$ cat config.mk
export PLATFORM = sky130hd
export DESIGN_NAME = plru_way_selector
export DESIGN_NICKNAME = d
export VERILOG_FILES = /design/src/rtl/plru_pkg.sv /design/src/rtl/plru_tree_logic.sv /design/src/rtl/plru_way_selector.sv
export SDC_FILE = /design/constraint.sdc
export NUM_CORES = 1
export LEC_CHECK = 0
export BUFFER_PORTS_ARGS = -buffer_cell sky130_fd_sc_hd__buf_2
export CORE_ASPECT_RATIO = 1.1
export CORE_MARGIN = 3
export CORE_UTILIZATION = 59
export CTS_CLUSTER_DIAMETER = 30
export DETAILED_ROUTE_END_ITERATION = 7
export GPL_TIMING_DRIVEN = 0
export PLACE_DENSITY_LB_ADDON = 0.3
export SLEW_MARGIN = 20
export SYNTH_ARGS = -nofsm -noshare
export SYNTH_HDL_FRONTEND = slang
export SYNTH_SLANG_ARGS = --single-unit
$ cat constraint.sdc
create_clock -name clk -period 3.1 [get_ports clk]
set_clock_uncertainty 0.15 [all_clocks]
set_input_delay 0.465 -clock clk [delete_from_list [all_inputs] [get_ports clk]]
set_output_delay 0.465 -clock clk [all_outputs]
set_load 0.02 [all_outputs]
$ cat src/rtl/plru_pkg.sv
// Shared types and tree helpers for the pseudo-LRU way selector.
// The helpers work on fixed-width containers sized for the largest supported
// configuration (64 ways); callers zero-extend their tree and pass the real
// tree depth as lvls.
package plru_pkg;

    localparam int MAX_WAYS = 64;
    localparam int MAX_LVLS = 6;

    typedef logic [MAX_WAYS-2:0] tree_t;
    typedef logic [MAX_WAYS-1:0] ways_t;
    typedef logic [5:0]          idx_t;

    typedef enum logic [1:0] {
        INIT  = 2'd0,
        RUN   = 2'd1,
        DRAIN = 2'd2
    } state_t;

    // Walk from the root following the node bits; return the leaf index reached.
    function automatic idx_t victim_of(input tree_t bits, input int lvls);
        logic [6:0] n;
        n = '0;
        for (int l = 0; l < MAX_LVLS; l++) begin
            if (l < lvls) begin
                n = bits[n[5:0]] ? (n << 1) + 7'd2 : (n << 1) + 7'd1;
            end
        end
        return idx_t'(n - 7'((1 << lvls) - 1));
    endfunction

    // Point every node on the path to 'way' at the opposite subtree.
    function automatic tree_t update_of(input tree_t bits, input idx_t way, input int lvls);
        tree_t      r;
        logic [6:0] n;
        idx_t       sh;
        r = bits;
        n = '0;
        for (int l = 0; l < MAX_LVLS; l++) begin
            if (l < lvls) begin
                sh           = way >> (lvls - 1 - l);
                r[n[5:0]]    = ~sh[0];
                n            = sh[0] ? (n << 1) + 7'd2 : (n << 1) + 7'd1;
            end
        end
        return r;
    endfunction

    // Lowest set bit wins; an all-zero vector encodes to way 0.
    function automatic idx_t onehot2idx(input ways_t v);
        idx_t r;
        r = '0;
        for (int i = MAX_WAYS - 1; i >= 0; i--) begin
            if (v[i]) r = idx_t'(i);
        end
        return r;
    endfunction

    function automatic logic is_onehot(input ways_t v);
        int c;
        c = 0;
        for (int i = 0; i < MAX_WAYS; i++) begin
            c = c + int'(v[i]);
        end
        return (c == 1);
    endfunction

endpackage

$ cat src/rtl/plru_tree_logic.sv
// Combinational tree-PLRU core: from one set's tree bits and the access kind,
// produce the selected way (hit way or victim) as a one-hot and the next tree.
module plru_tree_logic
    import plru_pkg::*;
#(
    parameter int numWays = 4
) (
    input  logic [numWays-2:0]         cur_bits,
    input  logic                       use_hit,
    input  logic [$clog2(numWays)-1:0] hit_idx,
    output logic [numWays-1:0]         way_oh,
    output logic [numWays-2:0]         next_bits
);

    localparam int WB = $clog2(numWays);
    localparam int NB = numWays - 1;

    tree_t         bits_ext;
    logic [WB-1:0] vict;
    logic [WB-1:0] acc_idx;

    // Victim is taken from the pre-update bits; the accessed way becomes MRU.
    always_comb begin
        bits_ext               = '0;
        bits_ext[numWays-2:0]  = cur_bits;
        vict                   = WB'(victim_of(bits_ext, WB));
        acc_idx                = use_hit ? hit_idx : vict;
        next_bits              = NB'(update_of(bits_ext, idx_t'(acc_idx), WB));
        way_oh                 = '0;
        way_oh[acc_idx]        = 1'b1;
    end

endmodule

$ cat src/rtl/plru_way_selector.sv
// Per-set tree pseudo-LRU way selector feeding a one-hot output mux.
// Hit requests forward the hit way, misses get the PLRU victim; the accessed
// way is made MRU. Registered response with valid/ready handshake.
// Optional macro PLRU_ONEHOT_CHECK_EN: treat non-one-hot hit ways as misses
// and flag them on a sticky err_onehot output.
module plru_way_selector
    import plru_pkg::*;
#(
    parameter int numWays = 4,
    parameter int numSets = 16,
    parameter int setBits = $clog2(numSets)
) (
    input  logic               clk,
    input  logic               reset,
    input  logic               flush,
    output logic               init_done,
    input  logic               req_valid,
    output logic               req_ready,
    input  logic [setBits-1:0] req_set,
    input  logic               req_hit,
    input  logic [0:numWays-1] req_hit_way,
    output logic               resp_valid,
    input  logic               resp_ready,
    output logic [0:numWays-1] resp_way,
`ifdef PLRU_ONEHOT_CHECK_EN
    output logic               err_onehot,
`endif
    output logic               resp_miss
);

    localparam int WB = $clog2(numWays);

    state_t              state_q, state_d;
    logic [setBits-1:0]  init_cnt;
    logic                acc;
    logic                use_hit;
    ways_t               hv;
    logic [WB-1:0]       hit_idx;
    logic [numWays-2:0]  tree [numSets];
    logic [numWays-2:0]  cur_bits;
    logic [numWays-2:0]  next_bits;
    logic [numWays-1:0]  way_oh;
`ifdef PLRU_ONEHOT_CHECK_EN
    logic                bad_hit;
`endif

    assign req_ready = (state_q == RUN) && (!resp_valid || resp_ready);
    assign acc       = req_valid && req_ready;
    assign cur_bits  = tree[req_set];

    // Decode the hit way into an index and decide whether it is honoured.
    always_comb begin
        hv = '0;
        for (int i = 0; i < numWays; i++) begin
            hv[i] = req_hit_way[i];
        end
        hit_idx = WB'(onehot2idx(hv));
`ifdef PLRU_ONEHOT_CHECK_EN
        bad_hit = req_hit && !is_onehot(hv);
        use_hit = req_hit && !bad_hit;
`else
        use_hit = req_hit;
`endif
    end

    plru_tree_logic #(
        .numWays (numWays)
    ) u_tree_logic (
        .cur_bits  (cur_bits),
        .use_hit   (use_hit),
        .hit_idx   (hit_idx),
        .way_oh    (way_oh),
        .next_bits (next_bits)
    );

    // Tree storage: zeroed by the init sweep, updated on every accepted request.
    always_ff @(posedge clk) begin
        if (state_q == INIT) begin
            tree[init_cnt] <= '0;
        end else if (acc) begin
            tree[req_set] <= next_bits;
        end
    end

    // State register, sweep counter and init_done flag.
    always_ff @(posedge clk) begin
        if (reset) begin
            state_q   <= INIT;
            init_cnt  <= '0;
            init_done <= 1'b0;
        end else begin
            state_q   <= state_d;
            init_cnt  <= (state_q == INIT) ? init_cnt + 1'b1 : '0;
            init_done <= (state_d != INIT);
        end
    end

    // Next-state: a pending or just-accepted response must drain before INIT.
    always_comb begin
        state_d = state_q;
        case (state_q)
            INIT: begin
                if (init_cnt == setBits'(numSets - 1)) state_d = RUN;
            end
            RUN: begin
                if (flush) state_d = (resp_valid || acc) ? DRAIN : INIT;
            end
            DRAIN: begin
                if (!resp_valid || resp_ready) state_d = INIT;
            end
            default: state_d = INIT;
        endcase
    end

    // Single output register: load on accept, clear valid once consumed.
    always_ff @(posedge clk) begin
        if (reset) begin
            resp_valid <= 1'b0;
            resp_way   <= '0;
            resp_miss  <= 1'b0;
        end else if (acc) begin
            resp_valid <= 1'b1;
            resp_miss  <= !use_hit;
            for (int i = 0; i < numWays; i++) begin
                resp_way[i] <= way_oh[i];
            end
        end else if (resp_ready) begin
            resp_valid <= 1'b0;
        end
    end

`ifdef PLRU_ONEHOT_CHECK_EN
    // Sticky flag for malformed hit ways; only reset clears it.
    always_ff @(posedge clk) begin
        if (reset) begin
            err_onehot <= 1'b0;
        end else if (acc && bad_hit) begin
            err_onehot <= 1'b1;
        end
    end
`endif

endmodule

==> flow_metrics.tcl <==
set metrics [dict create \
    status "finished clean" \
    mostFrequentLayoutCells "48 x edfxtp_1, 33 x nor2_1, 18 x buf_2" \
    clkSlewWorstSetupHoldPaths_ns 0.06 \
    rsz0062_at_grt "no" \
    clock_latency_ns 0.34 \
    grt_pass1_wl_um 8390 \
    synth_cell_types 55 \
    drt_iter0_markers 96 \
    worst_pin_slew_ns 0.644 \
    multiInputGateArea_sq_mm 0.00102 \
    cts_tree "done" \
    worstReg2RegStart "tree[5][2]" \
    ys_async_sr_fraction 0 \
    routabilityCongestion 0.785 \
    diodes 0 \
    antenna_found_initial 0 \
    finalSetupViolations 0 \
    postLayoutCoreUtil 0.700 \
    synthCells 211 \
    hold_viol_final 0 \
    cts_htree_levels 3 \
    grt_use_total 0.203 \
    relSlewSlack 0.568 \
    grt_overflow 0 \
    die_y_um 78.1 \
    clock_sinks 61 \
    postCtsHoldBufs 0 \
    regArea_sq_mm 0.00170 \
    finalCritPeriodShare 0.829 \
    io_buffer_count 17 \
    area_growth_pct 11.4 \
    whs_path_depth 4 \
    p_leak_nw 1.12 \
    max_freq_mhz 389 \
    yosysWarnings 0 \
    yosys_most_used_dff "edfxtp_1" \
    arrival_ns 2.47 \
    hold_start "resp_ready" \
    num-fill-cells 317 \
    cp_max_fo 16 \
    worstRegToRegCells 6 \
    final_antenna_net_count 0 \
    ctsResizeCount 0 \
    dieArea_sq_mm 0.00559 \
    p_per_area_mw_per_mm2 512 \
    hp-class "in2reg" \
    stdcell_count 297 \
    rr_endpoint "tree[15][2]" \
    start_util 0.628 \
    r2r_setup_slack_ns 0.53 \
    cts_root_buffer "clkbuf_8" \
    required_ns 3.00 \
    fin_area_sq_mm 0.00311 \
    grt_max_degree 19 \
    drive_gt1_frac 0.251 \
    dpl_cell_area_sq_mm 0.00294 \
    syn_nets 226 \
    synth_edf_count 48 \
    ir_drop_mv 0.373 \
    finalSetupTns_ns 0 \
    fin_nets 254 \
    grt_pass1_vias 1693 \
    max_cap_violations 0 \
    seq_area_frac_synth 0.610 \
    via_count 1766 \
    slew_viol_final 0 \
    hold_slack_ns 0.285 \
    power_mw 1.59 \
    crit_path_start_kind "flip-flop" \
    avgViaCountPerCell 5.95 \
    dp_slack_ns -0.152 \
    fin_ws_ns 0.531 \
    io_pins 22 \
    clockBufferDepth 2 \
    die_w_um 71.6 \
    post-route-drc-count 0 \
    rows 25 \
    design.core.area_sq_mm 0.00444 \
    drt_wl_total_um 5100 \
    syn_area_per_cell_sq_um 13.2 \
    dp_hpwl_um 3670 \
    cts_buffers 9 \
    final_common_cell "edfxtp_1" \
    holdPathEnd "state_q[1]" \
    synth_seq_cells 61 \
    cts_setup_buffers 0 \
    dp.cells 282 \
    crit_type "reg2reg" \
    endpoint_kind "flip-flop" \
    wl_per_cell_um 17.2 \
    synth_area_sq_mm 0.00279 \
    fin_crit_ns 2.57 \
    first_pass_iters 4 \
]
how the worst max path moves through the flow:
stage | from | endpoint | slack (ns) | cells past startpoint
floorplan | req_set[0] | tree[0][2] | 0.46 | 7
global route | tree[5][2] | tree[7][1] | 0.33 | 6
finish | tree[5][2] | tree[15][2] | 0.53 | 6
global placement | req_set[0] | tree[13][2] | -0.08 | 7
detailed placement | req_set[0] | tree[12][2] | -0.15 | 7
CTS | tree[5][2] | tree[10][2] | 0.16 | 6
logic make-up (layout without fill, tap and decap cells):
logic type,count (synthesis),count (layout),synth area share
compound gates,31,31,0.0929
xor+xnor,2,2,0.00628
fa+ha+maj,1,1,0.00449
buf+inv,16,48,0.0292
flops,61,61,0.610
mux,16,16,0.0996
simple gates,84,84,0.157
per-layer routing:
layer  GRT usage  vias up  wire (um)
li1            -      855          -
met1       0.266      830       2040
met2       0.313       70       2490
met3      0.0474       11        425
met4       0.111        0        144
met5           0        -          0
cells in the mapped netlist, drive strengths merged, types with 2 or more instances:
master	n	share of area
edfxtp	48	0.52
nor2	33	0.044
dfxtp	13	0.093
nand2	10	0.016
mux4	9	0.074
nand3	9	0.018
a21oi	7	0.014
a31oi	7	0.016
inv	7	0.0094
mux2i	6	0.022
clkbuf	5	0.0072
buf	4	0.013
nand2b	4	0.0090
nor2b	4	0.0090
nor3	4	0.0072
or2	4	0.0099
a22oi	3	0.0099
nor3b	3	0.0081
o21ai	3	0.0094
and2	2	0.0045
and3	2	0.0045
nand3b	2	0.0054
nor4b	2	0.0063
registers in the layout (all words and copies together) (netlist names):
| name | cells |
|---|---|
| init_cnt | 4 |
| init_done | 1 |
| resp_miss | 1 |
| resp_valid | 1 |
| resp_way | 4 |
| state_q | 2 |
| tree | 48 |
worst max-delay path, stage by stage (launching register included):
cell	delay [ns]
edfxtp_1	0.39
mux4_2	0.47
a22oi_1	0.20
nand3_1	0.14
a21bo_4	0.23
a31oi_1	0.14
o2bb2ai_2	0.56
area by class of cell:
cell class / instances / share of cell area
buffer: 9 / 0.0177
clock buffer: 10 / 0.0411
clock inverter: 5 / 0.00926
inverter: 7 / 0.00845
multi-input combinational: 134 / 0.327
sequential: 61 / 0.548
tap: 54 / 0.0217
timing repair buffer: 17 / 0.0274
power by group:
part / switching (mW) / leakage (nW) / internal, mW
Clock: 0.288 / 0.0756 / 0.279
Combinational: 0.0755 / 0.481 / 0.0509
Sequential: 0.00837 / 0.566 / 0.890
No activity file was read; power rests on OpenSTA's default activity.
